===== config.mk =====
export PLATFORM = sky130hd
export DESIGN_NAME = pubexp_select_ctrl_flat
export DESIGN_NICKNAME = d
export VERILOG_FILES = /design/src/rtl/pubexp_select_ctrl_pkg.sv /design/src/rtl/pubexp_select_ctrl_if.sv /design/src/rtl/pubexp_select_ctrl_gcd.sv /design/src/rtl/pubexp_select_ctrl.sv /design/src/flat_wrapper.sv
export SDC_FILE = /design/constraint.sdc
export NUM_CORES = 1
export LEC_CHECK = 0
export CORE_MARGIN = 1.5
export CORE_UTILIZATION = 62
export DETAILED_ROUTE_END_ITERATION = 8
export PLACE_DENSITY = 0.88
export SLEW_MARGIN = 20
export SYNTH_ARGS = -nofsm -noshare
export SYNTH_HDL_FRONTEND = slang
export SYNTH_SLANG_ARGS = --single-unit

===== constraint.sdc =====
create_clock -name clk -period 14.7 [get_ports clk]
set_input_delay 2.205 -clock clk [delete_from_list [all_inputs] [get_ports clk]]
set_output_delay 2.205 -clock clk [all_outputs]
set_load 0.005 [all_outputs]

===== src/rtl/pubexp_select_ctrl_pkg.sv =====
// Shared types and default parameters for the public-exponent selection controller.
package pubexp_pkg;

    localparam int DEF_W         = 8;
    localparam int DEF_E_START   = 3;
    localparam int DEF_MAX_TRIES = 64;

    typedef logic [DEF_W-1:0] operand_t;

    typedef enum logic [2:0] {
        ST_IDLE,
        ST_CHK_PHI,
        ST_LAUNCH,
        ST_WAIT_GCD,
        ST_EVAL,
        ST_DONE,
        ST_FAIL
    } state_t;

endpackage


===== src/rtl/pubexp_select_ctrl_if.sv =====
// Request/result bundle between key-setup control and the exponent selector.
// Optional tries_out member is present when PUBEXP_TRYCNT_EN is defined.
interface pubexp_select_ctrl_if #(parameter int W = 8);

    logic         start;
    logic [W-1:0] phi;
    logic         busy;
    logic         done;
    logic         fail;
    logic [W-1:0] e_out;
`ifdef PUBEXP_TRYCNT_EN
    logic [7:0]   tries_out;
`endif

`ifdef PUBEXP_TRYCNT_EN
    modport master (output start, phi, input busy, done, fail, e_out, tries_out);
    modport slave  (input start, phi, output busy, done, fail, e_out, tries_out);
`else
    modport master (output start, phi, input busy, done, fail, e_out);
    modport slave  (input start, phi, output busy, done, fail, e_out);
`endif

endinterface


===== src/rtl/pubexp_select_ctrl_gcd.sv =====
// Iterative Euclid GCD engine: one remainder step per cycle, gdone pulses with g valid.
module gcd_iter_core #(
    parameter int W = 8
) (
    input  logic         clk,
    input  logic         rst,
    input  logic         go,
    input  logic [W-1:0] a,
    input  logic [W-1:0] b,
    output logic         gdone,
    output logic [W-1:0] g
);

    logic         run_q, run_d;
    logic         gdone_q, gdone_d;
    logic [W-1:0] x_q, x_d;
    logic [W-1:0] y_q, y_d;
    logic [W-1:0] g_q, g_d;

    always_comb begin
        run_d   = run_q;
        gdone_d = 1'b0;
        x_d     = x_q;
        y_d     = y_q;
        g_d     = g_q;
        if (!run_q) begin
            if (go) begin
                x_d   = a;
                y_d   = b;
                run_d = 1'b1;
            end
        end else if (y_q != '0) begin
            x_d = y_q;
            y_d = x_q % y_q;
        end else begin
            g_d     = x_q;
            gdone_d = 1'b1;
            run_d   = 1'b0;
        end
    end

    always_ff @(posedge clk) begin
        if (rst) begin
            run_q   <= 1'b0;
            gdone_q <= 1'b0;
            x_q     <= '0;
            y_q     <= '0;
            g_q     <= '0;
        end else begin
            run_q   <= run_d;
            gdone_q <= gdone_d;
            x_q     <= x_d;
            y_q     <= y_d;
            g_q     <= g_d;
        end
    end

    assign gdone = gdone_q;
    assign g     = g_q;

endmodule


===== src/rtl/pubexp_select_ctrl.sv =====
// Walks odd candidates e from E_START and returns the first coprime to phi with e < phi.
// Define PUBEXP_TRYCNT_EN to report the number of candidates tested on tries_out.
module pubexp_select_ctrl
    import pubexp_pkg::*;
#(
    parameter int W         = DEF_W,
    parameter int E_START   = DEF_E_START,
    parameter int MAX_TRIES = DEF_MAX_TRIES
) (
    input  logic                 clk,
    input  logic                 rst,
    pubexp_select_ctrl_if.slave  bus
);

    state_t       state_q, state_d;
    logic [W-1:0] phi_q, phi_d;
    logic [W-1:0] cand_q, cand_d;
    logic [7:0]   tries_q, tries_d;
    logic [W-1:0] e_out_q, e_out_d;
    logic         gdone;
    logic [W-1:0] g;
    logic [W:0]   cand_inc;
    logic [7:0]   tries_inc;
`ifdef PUBEXP_TRYCNT_EN
    logic [7:0]   tries_last_q, tries_last_d;
`endif

    gcd_iter_core #(.W(W)) u_gcd (
        .clk   (clk),
        .rst   (rst),
        .go    (state_q == ST_LAUNCH),
        .a     (cand_q),
        .b     (phi_q),
        .gdone (gdone),
        .g     (g)
    );

    // Next candidate is formed one bit wider so a wrap past W bits is detectable.
    assign cand_inc  = {1'b0, cand_q} + (W+1)'(2);
    assign tries_inc = tries_q + 8'd1;

    always_comb begin
        state_d = state_q;
        phi_d   = phi_q;
        cand_d  = cand_q;
        tries_d = tries_q;
        e_out_d = e_out_q;
`ifdef PUBEXP_TRYCNT_EN
        tries_last_d = tries_last_q;
`endif
        unique case (state_q)
            ST_IDLE: begin
                if (bus.start) begin
                    phi_d   = bus.phi;
                    cand_d  = W'(E_START);
                    tries_d = '0;
                    state_d = ST_CHK_PHI;
                end
            end
            ST_CHK_PHI: begin
                if (phi_q <= W'(E_START)) begin
                    state_d = ST_FAIL;
`ifdef PUBEXP_TRYCNT_EN
                    tries_last_d = '0;
`endif
                end else begin
                    state_d = ST_LAUNCH;
                end
            end
            ST_LAUNCH:   state_d = ST_WAIT_GCD;
            ST_WAIT_GCD: if (gdone) state_d = ST_EVAL;
            ST_EVAL: begin
                tries_d = tries_inc;
`ifdef PUBEXP_TRYCNT_EN
                tries_last_d = tries_inc;
`endif
                if (g == W'(1)) begin
                    e_out_d = cand_q;
                    state_d = ST_DONE;
                end else if (tries_inc == 8'(MAX_TRIES) || cand_inc >= {1'b0, phi_q}
                             || cand_inc[W]) begin
                    state_d = ST_FAIL;
                end else begin
                    cand_d  = cand_inc[W-1:0];
                    state_d = ST_LAUNCH;
                end
            end
            ST_DONE:  state_d = ST_IDLE;
            ST_FAIL:  state_d = ST_IDLE;
            default:  state_d = ST_IDLE;
        endcase
    end

    always_ff @(posedge clk) begin
        if (rst) begin
            state_q <= ST_IDLE;
            phi_q   <= '0;
            cand_q  <= '0;
            tries_q <= '0;
            e_out_q <= '0;
`ifdef PUBEXP_TRYCNT_EN
            tries_last_q <= '0;
`endif
        end else begin
            state_q <= state_d;
            phi_q   <= phi_d;
            cand_q  <= cand_d;
            tries_q <= tries_d;
            e_out_q <= e_out_d;
`ifdef PUBEXP_TRYCNT_EN
            tries_last_q <= tries_last_d;
`endif
        end
    end

    always_comb begin
        bus.busy  = (state_q == ST_CHK_PHI) || (state_q == ST_LAUNCH)
                 || (state_q == ST_WAIT_GCD) || (state_q == ST_EVAL);
        bus.done  = (state_q == ST_DONE);
        bus.fail  = (state_q == ST_FAIL);
        bus.e_out = e_out_q;
`ifdef PUBEXP_TRYCNT_EN
        bus.tries_out = tries_last_q;
`endif
    end

endmodule


===== src/flat_wrapper.sv =====
// flat-port wrapper written by rule: the top's interface ports become plain ports
module pubexp_select_ctrl_flat import pubexp_pkg::*;
#(
    parameter int W         = DEF_W,
    parameter int E_START   = DEF_E_START,
    parameter int MAX_TRIES = DEF_MAX_TRIES
)
  (clk, rst, bus_start, bus_phi, bus_busy, bus_done, bus_fail, bus_e_out);
  pubexp_select_ctrl_if #(.W(W)) bus_i ();
  input  logic clk;
  input  logic rst;
  input wire logic [$bits(bus_i.start)-1:0] bus_start;
  input wire logic [$bits(bus_i.phi)-1:0] bus_phi;
  output wire logic [$bits(bus_i.busy)-1:0] bus_busy;
  output wire logic [$bits(bus_i.done)-1:0] bus_done;
  output wire logic [$bits(bus_i.fail)-1:0] bus_fail;
  output wire logic [$bits(bus_i.e_out)-1:0] bus_e_out;
  assign bus_i.start = bus_start;
  assign bus_i.phi = bus_phi;
  assign bus_busy = bus_i.busy;
  assign bus_done = bus_i.done;
  assign bus_fail = bus_i.fail;
  assign bus_e_out = bus_i.e_out;
  pubexp_select_ctrl #(.W(W), .E_START(E_START), .MAX_TRIES(MAX_TRIES)) u_core (.clk(clk), .rst(rst), .bus(bus_i));
endmodule

==> summary.txt, run 1 <==
Status
  – Status: finished, final reports clean

STA
  – Fin crit share: between 80 and 90%
  – Worst rel slew slack: 35.9%
  – Final Max Tran Viols: 0
  – Setup Skew: 0.00543 ns
  – Hold Slack: approximately 0.45 ns
  – Measured slew at the worst slew-check pin: 0.960 ns
  – Fmax: between 0.07 and 0.08 GHz
  – # setup viols final: 0
  – RSZ-0062 raised after global routing: no
  – Minimum clock period: roughly 13 ns
  – Hold Fails Final Rpt: 0
  – Setup TNS: 0 ns

Placed design
  – Port bufs: 21
  – Gpl congestion: ~0.98
  – Placed Area: roughly 0.0050 mm²
  – Dpl hpwl: 8950 µm

Synthesis
  – Largest area contributor in the netlist: dfxtp_1
  – Post-synthesis sequential area ratio: 25.3%
  – Synth top area cells: dfxtp_1, ha_1, nand2_1
  – Ys Warns: 0
  – Post-synth EDFFs: 0
  – Synth Instances: 618
  – Syn nets: 677
  – Async set-reset flop share out of synthesis: 0%
  – Top cell type's share of synthesized area: approximately 25%
  – Post-synthesis register bit count: 61
  – Mean Syn Cell Area: approximately 7.8 µm²
  – Most used DFF post-synth: dfxtp_1
  – Most frequent cell after synthesis: nand2_1
  – Unique masters post-synth: 66
  – Mapped Area: 0.00483 mm²
  – List of most frequent post-synthesis cells: nand2_1, nor2_1, dfxtp_1

Worst hold path
  – Hold Path Depth: 2
  – Worst hold path class: reg2reg
  – Hold Path End: u_core.u_gcd.g[1]$_SDFFE_PP0P_
  – Hold_sp: u_core.u_gcd.g[1]$_SDFFE_PP0P_

Floorplan
  – Core box area: ~0.0076 mm²
  – Die Wd: 91.3 µm
  – Initial core utilization: 63.2%
  – Die Ht: 91.3 µm
  – Row Count: 32
  – # IOs: 22
  – Die area: 0.00833 mm²

Worst setup path
  – CP arrival: 13.19 ns
  – Setup crit start kind: register
  – RR Endpoint: u_core.u_gcd.y_q[2]$_SDFFE_PP0P_
  – Slowest cell on the critical path: a2111oi_1
  – CP Buf/Inv Count: 0
  – Setup Crit Path Kind: reg2reg
  – Critical Path Sink Type: register
  – Max FO, Critical Path: 11
  – R2r startpoint: u_core.u_gcd.y_q[7]$_SDFFE_PP0P_
  – Crit path max-delay family: compound AO/OA/AOI/OAI gates
  – Required time worst endpoint: 14.96 ns
  – CP max stage delay: 0.68 ns
  – Worst r2r path cells: 43
  – R2R Setup Slk: 1.77 ns

Layout
  – Share of cells above drive strength 1: around 5.6%
  – Post-Layout Inst Area: 0.00524 mm²
  – Ant diodes: 0
  – Area of the multi-input gates: 0.00335 mm²
  – Area grow syn2layout: 8.44%
  – Layout Nets: slightly below 700
  – Filler cells: 615
  – FF+latch area: 0.00122 mm²

CTS
  – Clock Sinks: 61
  – H-tree Lvls: 3
  – Clock transition at path regs: 0.07 ns
  – Clock tree buffer depth: 2
  – Clock Latency Late Sink: 0.35 ns
  – Gates resized, CTS repair: 0
  – Hold buffer count at cts: 0
  – Clock root cell: clkbuf_8
  – Post-CTS setup buffer count: 0
  – CTS tree: yes
  – CTS Buf Count: 9

Drt
  – Wire per inst: 17.1 µm
  – # DRC: 0
  – DRT Wirelength: 12500 µm
  – Routed via count: 4734
  – Initial DRC count: 346
  – Via density: 6.49
  – Post-route ant nets: 0
  – Drt pass-1 iters: 5

Flow run
  – Max-cap violation count: 0

GRT
  – Global-route wire length before repair: 20900 µm
  – Remaining Overflow, GRT: 0
  – Initial antenna violation count: 0
  – Largest net degree at the start of global routing: 56
  – Number of global-route vias before repair: 4449
  – Overall global routing resource usage: slightly above 30%
==> how the worst max path moves through the flow <==
| stage | from | endpoint | slack [ns] | cells after the start |
|---|---|---|---|---|
| 2_1_floorplan | u_core.u_gcd.y_q[7]$_SDFFE_PP0P_ | u_core.u_gcd.y_q[0]$_SDFFE_PP0P_ | 3.74 | 48 |
| 6_report | u_core.u_gcd.y_q[7]$_SDFFE_PP0P_ | u_core.u_gcd.y_q[2]$_SDFFE_PP0P_ | 1.77 | 43 |
| 3_3_place_gp | u_core.u_gcd.y_q[7]$_SDFFE_PP0P_ | u_core.u_gcd.y_q[2]$_SDFFE_PP0P_ | 2.80 | 43 |
| 5_1_grt | u_core.u_gcd.y_q[7]$_SDFFE_PP0P_ | u_core.u_gcd.y_q[7]$_SDFFE_PP0P_ | 0.68 | 45 |
| 3_5_place_dp | u_core.u_gcd.y_q[7]$_SDFFE_PP0P_ | u_core.u_gcd.y_q[2]$_SDFFE_PP0P_ | 2.17 | 43 |
| 4_1_cts | u_core.u_gcd.y_q[7]$_SDFFE_PP0P_ | u_core.u_gcd.y_q[2]$_SDFFE_PP0P_ | 2.09 | 43 |
==> flip-flops by register name (all words and copies together), names as in the netlist <==
signal	cells
u_core.u_gcd.y_q	8
u_core.tries_q	8
u_core.u_gcd.x_q	8
u_core.u_gcd.gdone	1
u_core.state_q	3
u_core.u_gcd.run_q	1
u_core.phi_q	8
u_core.bus.e_out	8
u_core.cand_q	8
u_core.u_gcd.g	8
==> layout make-up <==
| cell class | instances | share of cell area (%) |
|---|---|---|
| Multi-Input combinational cell | 494 | 64.0 |
| Sequential cell | 61 | 23.3 |
| Timing Repair Buffer | 22 | 4.06 |
| Inverter | 34 | 2.44 |
| Tap cell | 102 | 2.44 |
| Clock buffer | 9 | 2.36 |
| Clock inverter | 7 | 1.41 |
==> tightest hold or removal path, stage by stage, from the launching register on <==
cell,delay (ns)
dfxtp_1,0.31
nand2_1,0.05
a21oi_1,0.05
==> cell families (layout without fill, tap and decap cells) <==
| kind of cell | after synthesis | after routing | synth area share (%) |
|---|---|---|---|
| buffers and inverters | 63 | 72 | 5.39 |
| DFF | 61 | 61 | 25.3 |
| xor gates and xnor gates | 19 | 19 | 3.44 |
| muxes | 25 | 25 | 5.26 |
| and+or+nand+nor | 223 | 223 | 22.2 |
| AOI/OAI and AO/OA | 179 | 179 | 25.8 |
| adders and majority gates | 48 | 48 | 12.6 |
==> per-layer routing <==
metal  routed length [µm]  track usage [%]
met4                  369             12.5
met2                 5880             51.4
met5                    0                0
met3                  975             6.28
met1                 5240             39.3
==> cells in the final DEF (no fill, tap or decap), types with 4 or more instances in the layout <==
cell type	instances
a311oi_1	8
o21a_1	9
clkbuf_8	9
nand2_1	66
a21oi_1	45
o2111ai_1	4
nor2_1	62
o21ai_0	30
and2_1	6
a31oi_1	6
or3_1	10
nand2b_1	14
nor2b_1	7
a211oi_1	17
xnor2_1	11
mux2i_1	22
dfxtp_1	61
nor3_1	15
a41o_1	4
xor2_1	8
a21o_1	11
nand3_1	19
inv_1	33
or2_2	4
clkdlybuf4s50_1	20
ha_1	47
o211ai_1	6
==> metrics by stage <==
step	worst slack (ns)	util, %	cells
after floorplan	3.74	-	618
after global placement	2.80	65.9	713
after detailed placement	2.17	65.9	713
after CTS	2.09	68.5	729
after global routing	0.679	68.5	729
final	1.77	68.5	729
Power of run 1 is not shown: default switching activity piles up to over one toggle a cycle in this logic, so the estimate is an artifact.
==> run 2: changes to the inputs <==
- CORE_MARGIN: 1.5 -> 5
==> summary.txt, run 2 (synthesized netlist as in run 1, its figures left out) <==
Drt
  – Post-route ant nets: 0
  – DRT Wirelength: 12500 µm
  – Initial DRC count: 340
  – Routed via count: 4737
  – Via density: 6.48
  – # DRC: 0
  – Wire per inst: 17.1 µm
  – Drt pass-1 iters: 5

Layout
  – Most frequent cells in the layout: nand2_1, nor2_1, dfxtp_1
  – Layout Nets: 683
  – Ant diodes: 0
  – Area grow syn2layout: 8.70%
  – Most common cell after layout, fill and taps aside: nand2_1
  – Share of cells above drive strength 1: 5.72%
  – Fin util: 68.7%

STA
  – Setup TNS: 0 ns
  – # setup viols final: 0
  – Fin crit share: 87.8%
  – Worst rel slew slack: 36.6%
  – Minimum clock period: 12.90 ns
  – Setup Skew: 0.00960 ns
  – Final Max Tran Viols: 0
  – Hold Fails Final Rpt: 0
  – Measured slew at the worst slew-check pin: 0.947 ns
  – RSZ-0062 raised after global routing: no
  – Fmax: 0.0775 GHz
  – Worst setup margin: 1.80 ns

GRT
  – Global-route wire length before repair: 20800 µm
  – Overall global routing resource usage: 25.7%
  – Remaining Overflow, GRT: 0
  – Initial antenna violation count: 0
  – Largest net degree at the start of global routing: 56
  – Number of global-route vias before repair: around 4500

Worst setup path
  – Max FO, Critical Path: 11
  – Setup crit start kind: register
  – CP max stage delay: approximately 0.70 ns
  – Critical Path Sink Type: register
  – Worst r2r path cells: 43
  – Setup Crit Path Kind: reg2reg
  – Slowest cell on the critical path: a2111oi_1
  – CP arrival: around 13 ns
  – Cell mode on critical path: ha_1
  – Required time worst endpoint: 14.94 ns

Floorplan
  – Core box area: 0.00765 mm²
  – Initial core utilization: a little over three fifths
  – # IOs: 22
  – Die area: about 0.0097 mm²
  – Row Count: 32
  – Die Wd: 98.3 µm
  – Die Ht: 98.3 µm

CTS
  – Clock transition at path regs: approximately 0.070 ns
  – Gates resized, CTS repair: 0
  – Post-CTS setup buffer count: 0
  – CTS tree: yes
  – Clock tree buffer depth: 2
  – Clock Sinks: 61
  – H-tree Lvls: 3
  – Clock Latency Late Sink: approximately 0.34 ns
  – Clock root cell: clkbuf_8
  – CTS Buf Count: 9
  – Hold buffer count at cts: 0

Placed design
  – Dpl hpwl: 9020 µm
  – Gpl congestion: 1.01
  – Port bufs: 21
  – Pre-CTS setup slack: roughly 2.1 ns

Flow run
  – Max-cap violation count: 0

Worst hold path
  – Hold Path Depth: 2
  – Worst hold path class: reg2reg

Status
  – Status: finished, final reports clean
run 2: path summary, 6_finish.rpt:
path                                     from                               end  slack [ns]
min reg2reg    u_core.u_gcd.g[1]$_SDFFE_PP0P_    u_core.u_gcd.g[1]$_SDFFE_PP0P_        0.45
max reg2reg  u_core.u_gcd.y_q[7]$_SDFFE_PP0P_  u_core.u_gcd.y_q[0]$_SDFFE_PP0P_        1.80
min            u_core.u_gcd.g[1]$_SDFFE_PP0P_    u_core.u_gcd.g[1]$_SDFFE_PP0P_        0.45
max          u_core.u_gcd.y_q[7]$_SDFFE_PP0P_  u_core.u_gcd.y_q[0]$_SDFFE_PP0P_        1.80
run 2: stage by stage:
step	instance area, µm²	hold slack (ns)	cells
2_1_floorplan	4830	0.432	618
3_3_place_gp	5050	0.442	715
3_5_place_dp	5050	0.447	715
4_1_cts	5250	0.453	731
5_1_grt	5250	0.476	731
6_report	5250	0.453	731
run 2: worst max-delay path: cells and delay by family, from the launching register on:
family	cells	cell delay, ns
and+or+nand+nor	9	2.35
DFF	1	0.38
adders and majority gates	7	2.04
muxes	2	0.80
AOI/OAI and AO/OA	25	7.23
run 2: final cells by class:
class	instances	area [µm²]
well taps	102	128
multi-input cells	494	3350
clock buffers	9	124
flip-flops and latches	61	1220
inverters	34	128
repair buffers	24	228
clock inverters	7	73.8
fillers	595	2390
run 2: per-layer routing:
metal	part of all wire, %	up-vias	GRT usage, %
li1	-	2277	-
met1	43	2229	32.7
met2	48	197	42.6
met3	6.6	34	5.21
met4	2.3	0	9.98
met5	0	-	0
Power of run 2 is left out for the same reason.
